## src/rtl/fold_lane_pkg.sv

```systemverilog
// Shared types and elaboration helpers for the fold_lane_array slice.
// Optional feature macro: FOLD_LANE_ARRAY_PARITY_EN (adds per-lane parity output).
package fold_lane_pkg;

    typedef enum logic {
        LANE_IDLE = 1'b0,
        LANE_RUN  = 1'b1
    } lane_state_t;

    // Number of serial fold steps needed to consume one lane slice.
    function automatic int chunks(input int in_w, input int out_w);
        return (out_w > 0) ? (in_w / out_w) : 0;
    endfunction

    // Legal geometry: at least one lane, non-empty output, input an exact multiple of output.
    function automatic bit params_ok(input int lanes, input int in_w, input int out_w);
        return (lanes >= 1) && (out_w >= 1) && (in_w >= out_w) && ((in_w % out_w) == 0);
    endfunction

endpackage

```

## src/rtl/fold_lane.sv

```systemverilog
// One lane engine: serially XOR-folds a LANE_IN_W slice down to LANE_OUT_W bits,
// one chunk per cycle, and publishes the result when the last chunk is consumed.
// Optional feature macro: FOLD_LANE_ARRAY_PARITY_EN (adds the parity output).
module fold_lane
    import fold_lane_pkg::*;
#(
    parameter int LANE_IN_W  = 16,
    parameter int LANE_OUT_W = 4
) (
    input  logic                  clk,
    input  logic                  srst,
    input  logic                  accept,
    input  logic                  en,
    input  logic [LANE_IN_W-1:0]  slice,
    output logic                  busy,
    output logic                  done,
`ifdef FOLD_LANE_ARRAY_PARITY_EN
    output logic                  parity,
`endif
    output logic [LANE_OUT_W-1:0] dout
);

    localparam int CHUNKS = chunks(LANE_IN_W, LANE_OUT_W);
    localparam int CNT_W  = (CHUNKS > 1) ? $clog2(CHUNKS) : 1;
    localparam logic [CNT_W-1:0] CNT_LAST = CNT_W'(CHUNKS - 1);

    lane_state_t           state_reg;
    lane_state_t           state_next;
    logic [LANE_IN_W-1:0]  sreg_reg;
    logic [LANE_OUT_W-1:0] acc_reg;
    logic [CNT_W-1:0]      cnt_reg;
    logic [LANE_OUT_W-1:0] dout_reg;
    logic [LANE_OUT_W-1:0] chunk;
    logic                  last_chunk;

    assign chunk      = sreg_reg[LANE_OUT_W-1:0];
    assign last_chunk = (cnt_reg == CNT_LAST);
    assign dout       = dout_reg;

    // State register
    always_ff @(posedge clk) begin
        if (srst) begin
            state_reg <= LANE_IDLE;
        end else begin
            state_reg <= state_next;
        end
    end

    // Next-state: a disabled lane never leaves IDLE
    always_comb begin
        state_next = state_reg;
        case (state_reg)
            LANE_IDLE: if (accept && en) state_next = LANE_RUN;
            LANE_RUN:  if (last_chunk)   state_next = LANE_IDLE;
            default:                     state_next = LANE_IDLE;
        endcase
    end

    // Outputs: busy for the whole RUN phase, done on the final fold cycle
    always_comb begin
        busy = (state_reg == LANE_RUN);
        done = (state_reg == LANE_RUN) && last_chunk;
    end

    // Datapath: load on accept, fold one chunk per cycle, publish on the last chunk
    always_ff @(posedge clk) begin
        if (srst) begin
            sreg_reg <= '0;
            acc_reg  <= '0;
            cnt_reg  <= '0;
            dout_reg <= '0;
        end else if (state_reg == LANE_IDLE && accept) begin
            if (en) begin
                sreg_reg <= slice;
                acc_reg  <= '0;
                cnt_reg  <= '0;
            end else begin
                dout_reg <= '0;
            end
        end else if (state_reg == LANE_RUN) begin
            if (last_chunk) begin
                dout_reg <= acc_reg ^ chunk;
            end else begin
                acc_reg  <= acc_reg ^ chunk;
                sreg_reg <= sreg_reg >> LANE_OUT_W;
                cnt_reg  <= cnt_reg + CNT_W'(1);
            end
        end
    end

`ifdef FOLD_LANE_ARRAY_PARITY_EN
    logic par_latched_reg;
    logic parity_reg;

    assign parity = parity_reg;

    // Parity of the latched slice, published together with the fold result
    always_ff @(posedge clk) begin
        if (srst) begin
            par_latched_reg <= 1'b0;
            parity_reg      <= 1'b0;
        end else if (state_reg == LANE_IDLE && accept) begin
            if (en) begin
                par_latched_reg <= ^slice;
            end else begin
                parity_reg <= 1'b0;
            end
        end else if (done) begin
            parity_reg <= par_latched_reg;
        end
    end
`endif

endmodule

```

## src/rtl/fold_lane_array.sv

```systemverilog
// Multi-lane XOR-fold reduction: splits DATA_IN into LANES slices, folds each in
// its own fold_lane engine, and aggregates the start/done handshake and BUSY.
// Optional feature macro: FOLD_LANE_ARRAY_PARITY_EN (adds PARITY_OUT).
module fold_lane_array
    import fold_lane_pkg::*;
#(
    parameter int LANES      = 2,
    parameter int LANE_IN_W  = 16,
    parameter int LANE_OUT_W = 4
) (
    input  logic                        CLK,
    input  logic                        RST,
    input  logic                        START,
    input  logic [LANES-1:0]            LANE_EN,
    input  logic [LANES*LANE_IN_W-1:0]  DATA_IN,
    output logic [LANES*LANE_OUT_W-1:0] DATA_OUT,
    output logic                        BUSY,
    output logic                        DONE,
`ifdef FOLD_LANE_ARRAY_PARITY_EN
    output logic [LANES-1:0]            PARITY_OUT,
`endif
    output logic                        OVERRUN
);

    if (!params_ok(LANES, LANE_IN_W, LANE_OUT_W)) begin : g_bad_params
        $error("fold_lane_array: illegal geometry LANES=%0d LANE_IN_W=%0d LANE_OUT_W=%0d",
               LANES, LANE_IN_W, LANE_OUT_W);
    end

    logic             accept;
    logic [LANES-1:0] lane_busy;
    logic [LANES-1:0] lane_done;
    logic [LANES-1:0] en_reg;
    logic             op_active_reg;
    logic             done_reg;
    logic             overrun_reg;
    logic             all_done;

    assign accept   = START && !BUSY;
    assign BUSY     = |lane_busy;
    // Lanes that were not enabled count as already finished
    assign all_done = &(lane_done | ~en_reg);
    assign DONE     = done_reg;
    assign OVERRUN  = overrun_reg;

    for (genvar gi = 0; gi < LANES; gi++) begin : g_lane
        fold_lane #(
            .LANE_IN_W  (LANE_IN_W),
            .LANE_OUT_W (LANE_OUT_W)
        ) u_lane (
            .clk    (CLK),
            .srst   (RST),
            .accept (accept),
            .en     (LANE_EN[gi]),
            .slice  (DATA_IN[gi*LANE_IN_W +: LANE_IN_W]),
            .busy   (lane_busy[gi]),
            .done   (lane_done[gi]),
`ifdef FOLD_LANE_ARRAY_PARITY_EN
            .parity (PARITY_OUT[gi]),
`endif
            .dout   (DATA_OUT[gi*LANE_OUT_W +: LANE_OUT_W])
        );
    end

    // Operation tracking: DONE fires once all enabled lanes finish; a new accept wins over clearing
    always_ff @(posedge CLK) begin
        if (RST) begin
            en_reg        <= '0;
            op_active_reg <= 1'b0;
            done_reg      <= 1'b0;
            overrun_reg   <= 1'b0;
        end else begin
            done_reg <= op_active_reg && all_done;
            if (START && BUSY) begin
                overrun_reg <= 1'b1;
            end
            if (accept) begin
                op_active_reg <= 1'b1;
                en_reg        <= LANE_EN;
            end else if (op_active_reg && all_done) begin
                op_active_reg <= 1'b0;
            end
        end
    end

endmodule

```

## config.mk

```make
export PLATFORM = sky130hd
export DESIGN_NAME = fold_lane_array
export DESIGN_NICKNAME = d
export VERILOG_FILES = /design/src/rtl/fold_lane_pkg.sv /design/src/rtl/fold_lane.sv /design/src/rtl/fold_lane_array.sv
export SDC_FILE = /design/constraint.sdc
export NUM_CORES = 1
export LEC_CHECK = 0
export CAP_MARGIN = 10
export CORE_AREA = 2 2 84 86
export CTS_BUF_LIST = sky130_fd_sc_hd__clkbuf_8
export CTS_CLUSTER_DIAMETER = 50
export DETAILED_ROUTE_END_ITERATION = 10
export DIE_AREA = 0 0 86 88
export PLACE_DENSITY = 0.64
export SYNTH_ARGS = -nofsm -noshare
export SYNTH_HDL_FRONTEND = slang
export SYNTH_SLANG_ARGS = --single-unit
```

## constraint.sdc

```tcl
create_clock -name CLK -period 1.72 [get_ports CLK]
set_input_delay 0.172 -clock CLK [delete_from_list [all_inputs] [get_ports CLK]]
set_output_delay 0.172 -clock CLK [all_outputs]
set_load 0.02 [all_outputs]
```

==> metrics.txt <==
# TYPE chip_impl_metric gauge
chip_impl_metric{name="cts_hold_repair_buffers",unit=""} 0
chip_impl_info{name="outcome",value="complete, no violations"} 1
chip_impl_metric{name="finalWirelength",unit="um"} 5940
chip_impl_info{name="critical_path.cell_chain",value="ha_1 -> nand2b_4 -> nand2_2 -> a311oi_1"} 1
chip_impl_metric{name="maximum_number_of_pins_on_one_net_before_global_route_repair",unit=""} 32
chip_impl_metric{name="vias",unit=""} 2328
chip_impl_metric{name="detail_route.drc_violations",unit=""} 0
chip_impl_metric{name="dp_slack",unit="ns"} 0.0145
chip_impl_info{name="tritoncts_clock_tree",value="built"} 1
chip_impl_metric{name="ctsHtreeMaxLevel",unit=""} 3
chip_impl_metric{name="power.ir.vdd_worst",unit="mV"} 0.475
chip_impl_metric{name="instances_no_fill",unit=""} 437
chip_impl_metric{name="maxClockFrequency",unit="GHz"} 0.642
chip_impl_metric{name="die_y",unit="um"} 88
chip_impl_info{name="startpoint_type",value="register"} 1
chip_impl_metric{name="post_cts_resize_count",unit=""} 2
chip_impl_metric{name="first_global_vias",unit=""} 2184
chip_impl_metric{name="routedWlPerCell",unit="um"} 13.6
chip_impl_metric{name="layout-drive-gt1-share",unit=""} 0.154
chip_impl_metric{name="largest_register_ffs",unit=""} 32
chip_impl_metric{name="antenna_left",unit=""} 0
chip_impl_metric{name="fin_setup_tns",unit="ns"} 0
chip_impl_metric{name="report.power.total",unit="mW"} 3.43
chip_impl_metric{name="synth-seq-area-share",unit=""} 0.417
chip_impl_info{name="worst_path_max_delay_cell",value="dfxtp_1"} 1
chip_impl_metric{name="die-width",unit="um"} 86
chip_impl_metric{name="grt_first_pass_wirelength",unit="um"} 10100
chip_impl_metric{name="postCtsSetupBuffers",unit=""} 0
chip_impl_metric{name="yosys_warnings",unit=""} 0
chip_impl_metric{name="flow.area_growth_from_synthesis",unit="%"} 24.0
chip_impl_metric{name="postPlaceCellArea",unit="um^2"} 3310
chip_impl_metric{name="post-dp-hpwl",unit="um"} 3880
chip_impl_metric{name="antenna_cells",unit=""} 0
chip_impl_metric{name="gpl.final_weighted_congestion",unit=""} 0.728
chip_impl_info{name="rr_startpoint",value="g_lane[0].u_lane.cnt_reg[0]"} 1
chip_impl_metric{name="design.die.area",unit="um^2"} 7570
chip_impl_metric{name="synth_area",unit="um^2"} 2830
chip_impl_metric{name="numPlacedInstances",unit=""} 423
chip_impl_metric{name="async_flop_share",unit=""} 0
chip_impl_info{name="cp_top_family",value="simple AND/OR/NAND/NOR gates"} 1
chip_impl_info{name="worstHoldPathType",value="in -> reg"} 1
chip_impl_metric{name="r2r_setup_slack",unit="ns"} 0.16
chip_impl_info{name="worst_setup_path_end_kind",value="register"} 1
chip_impl_metric{name="worst_setup_hold_path_clk_slew",unit="ns"} 0.07
chip_impl_metric{name="clock_latency",unit="ns"} 0.33
chip_impl_metric{name="setup_slack_after_layout",unit="ns"} 0.162
chip_impl_metric{name="fin_crit_sh",unit=""} 0.906
chip_impl_metric{name="grt.total_usage",unit=""} 0.168
chip_impl_info{name="clock_root_cell",value="clkbuf_8"} 1
chip_impl_metric{name="number_of_antenna_violations_at_the_first_check_in_global_routing",unit=""} 0
chip_impl_info{name="rsz0062_at_grt",value="false"} 1
chip_impl_info{name="timing.setup.critical_path_class",value="reg -> reg"} 1
chip_impl_metric{name="report.final.slew_viol_count",unit=""} 0
chip_impl_metric{name="drt-pass1-iter-count",unit=""} 4
chip_impl_metric{name="vias_per_cell",unit=""} 5.33
chip_impl_metric{name="number_of_nets_in_the_final_layout",unit=""} 393
chip_impl_metric{name="worst-slew-pin-transition",unit="ns"} 0.587
chip_impl_metric{name="drt_iter0_drc",unit=""} 160
chip_impl_metric{name="final_design_area_no_fill",unit="um^2"} 3510
chip_impl_metric{name="synth_cells",unit=""} 310
chip_impl_info{name="postSynth.topFlopCell",value="dfxtp_1"} 1
chip_impl_metric{name="numCtsBuffers",unit=""} 9
chip_impl_metric{name="timing.hold.ws",unit="ns"} 0.330
chip_impl_metric{name="global_route.overflow_total",unit=""} 0
chip_impl_metric{name="mappedNetlistNets",unit=""} 349
chip_impl_metric{name="finalSetupViolations",unit=""} 0
chip_impl_info{name="mostFrequentLayoutCell",value="nand2_1"} 1
chip_impl_metric{name="syn_avg_cell_area",unit="um^2"} 9.13
chip_impl_metric{name="cp_data_arrival_time",unit="ns"} 1.80
chip_impl_metric{name="yosysUniqueCellTypes",unit=""} 37
chip_impl_info{name="layout.cells.most_common_list",value="nand2_1 (60), dfxtp_1 (58), clkdlybuf4s50_1 (45)"} 1
chip_impl_metric{name="hold_viol_final",unit=""} 0
chip_impl_metric{name="cts_sinks",unit=""} 59
chip_impl_metric{name="synth-edff-count",unit=""} 0
chip_impl_metric{name="cp.required",unit="ns"} 1.96
chip_impl_metric{name="post-route-util",unit=""} 0.529
chip_impl_metric{name="pwr_density_cell",unit="nW/um^2"} 976
chip_impl_metric{name="delay_of_the_slowest_cell_on_the_worst_path",unit="ns"} 0.35
chip_impl_metric{name="floorplan.io_pins",unit=""} 48
chip_impl_metric{name="clock_skew",unit="ns"} 0.00738
chip_impl_metric{name="ys_seq_elements",unit=""} 59
chip_impl_info{name="min-delay-start",value="RST"} 1
chip_impl_metric{name="cp_num_buf_inv",unit=""} 0
chip_impl_metric{name="max_cap_violations",unit=""} 0
chip_impl_metric{name="min_period",unit="ns"} 1.56
chip_impl_metric{name="fp.coreArea",unit="um^2"} 6640
chip_impl_metric{name="timing.slew.headroom",unit=""} 0.609
chip_impl_metric{name="effective_utilization_at_floorplan",unit=""} 0.426
chip_impl_metric{name="placement_rows",unit=""} 30
chip_impl_metric{name="power.static_leakage",unit="nW"} 1.26
chip_impl_metric{name="buffer_ports.inserted",unit=""} 47
chip_impl_metric{name="crit_fanout",unit=""} 13
chip_impl_metric{name="ctsLongestPathBuffers",unit=""} 2
chip_impl_info{name="startpoint",value="g_lane[0].u_lane.cnt_reg[0]"} 1
## synth_stat cells (all sizes together), types with 4 or more instances
library cell,instances,share of area
a21o,4,0.011
xor2,8,0.025
clkbuf,6,0.019
nand2,62,0.086
nor3,24,0.042
nand2b,6,0.016
buf,23,0.067
a21oi,31,0.057
dfxtp,59,0.42
nand3,28,0.049
nor4b,4,0.012
a311oi,29,0.12
## logic make-up after synthesis
kind of cell	synth area share
AND/OR/NAND/NOR	0.253
AO/OA/AOI/OAI	0.209
flip-flops	0.417
buffers and inverters	0.0866
XOR/XNOR	0.0247
adder cells (fa/ha/maj)	0.00884
## path summary, 6_finish.rpt
path	to	cells after the start
max reg2reg	g_lane[0].u_lane.acc_reg[3]	4
min reg2reg	g_lane[1].u_lane.dout[1]	2
min	en_reg[0]	2
max	g_lane[0].u_lane.acc_reg[3]	4
## metal layers
layer,track usage,vias to the layer above,share of wire
li1,-,1208,-
met1,0.229,1065,0.51
met3,0.0330,10,0.041
met4,0.0866,0,0.019
met5,0,-,0
met2,0.254,45,0.43
## worst register-to-register path: stages, from the launching register on
cell and delay (ns):
dfxtp_1 0.35, ha_1 0.31, nand2b_4 0.27, nand2_2 0.22
a311oi_1 0.32
## report_power, final
group | switching, mW | internal (mW) | total (mW)
Clock | 0.512 | 0.769 | 1.28
Sequential | 0.0692 | 1.47 | 1.53
Combinational | 0.315 | 0.299 | 0.614
## area by class of cell
cell class / count / area, um^2
clock buffers: 12 / 165
clock inverters: 2 / 35.0
fillers: 643 / 3130
inverters: 1 / 3.75
multi-input cells: 221 / 1410
flip-flops and latches: 59 / 1180
well taps: 80 / 100
repair buffers: 62 / 614
Power figures use the tool's default switching activity.
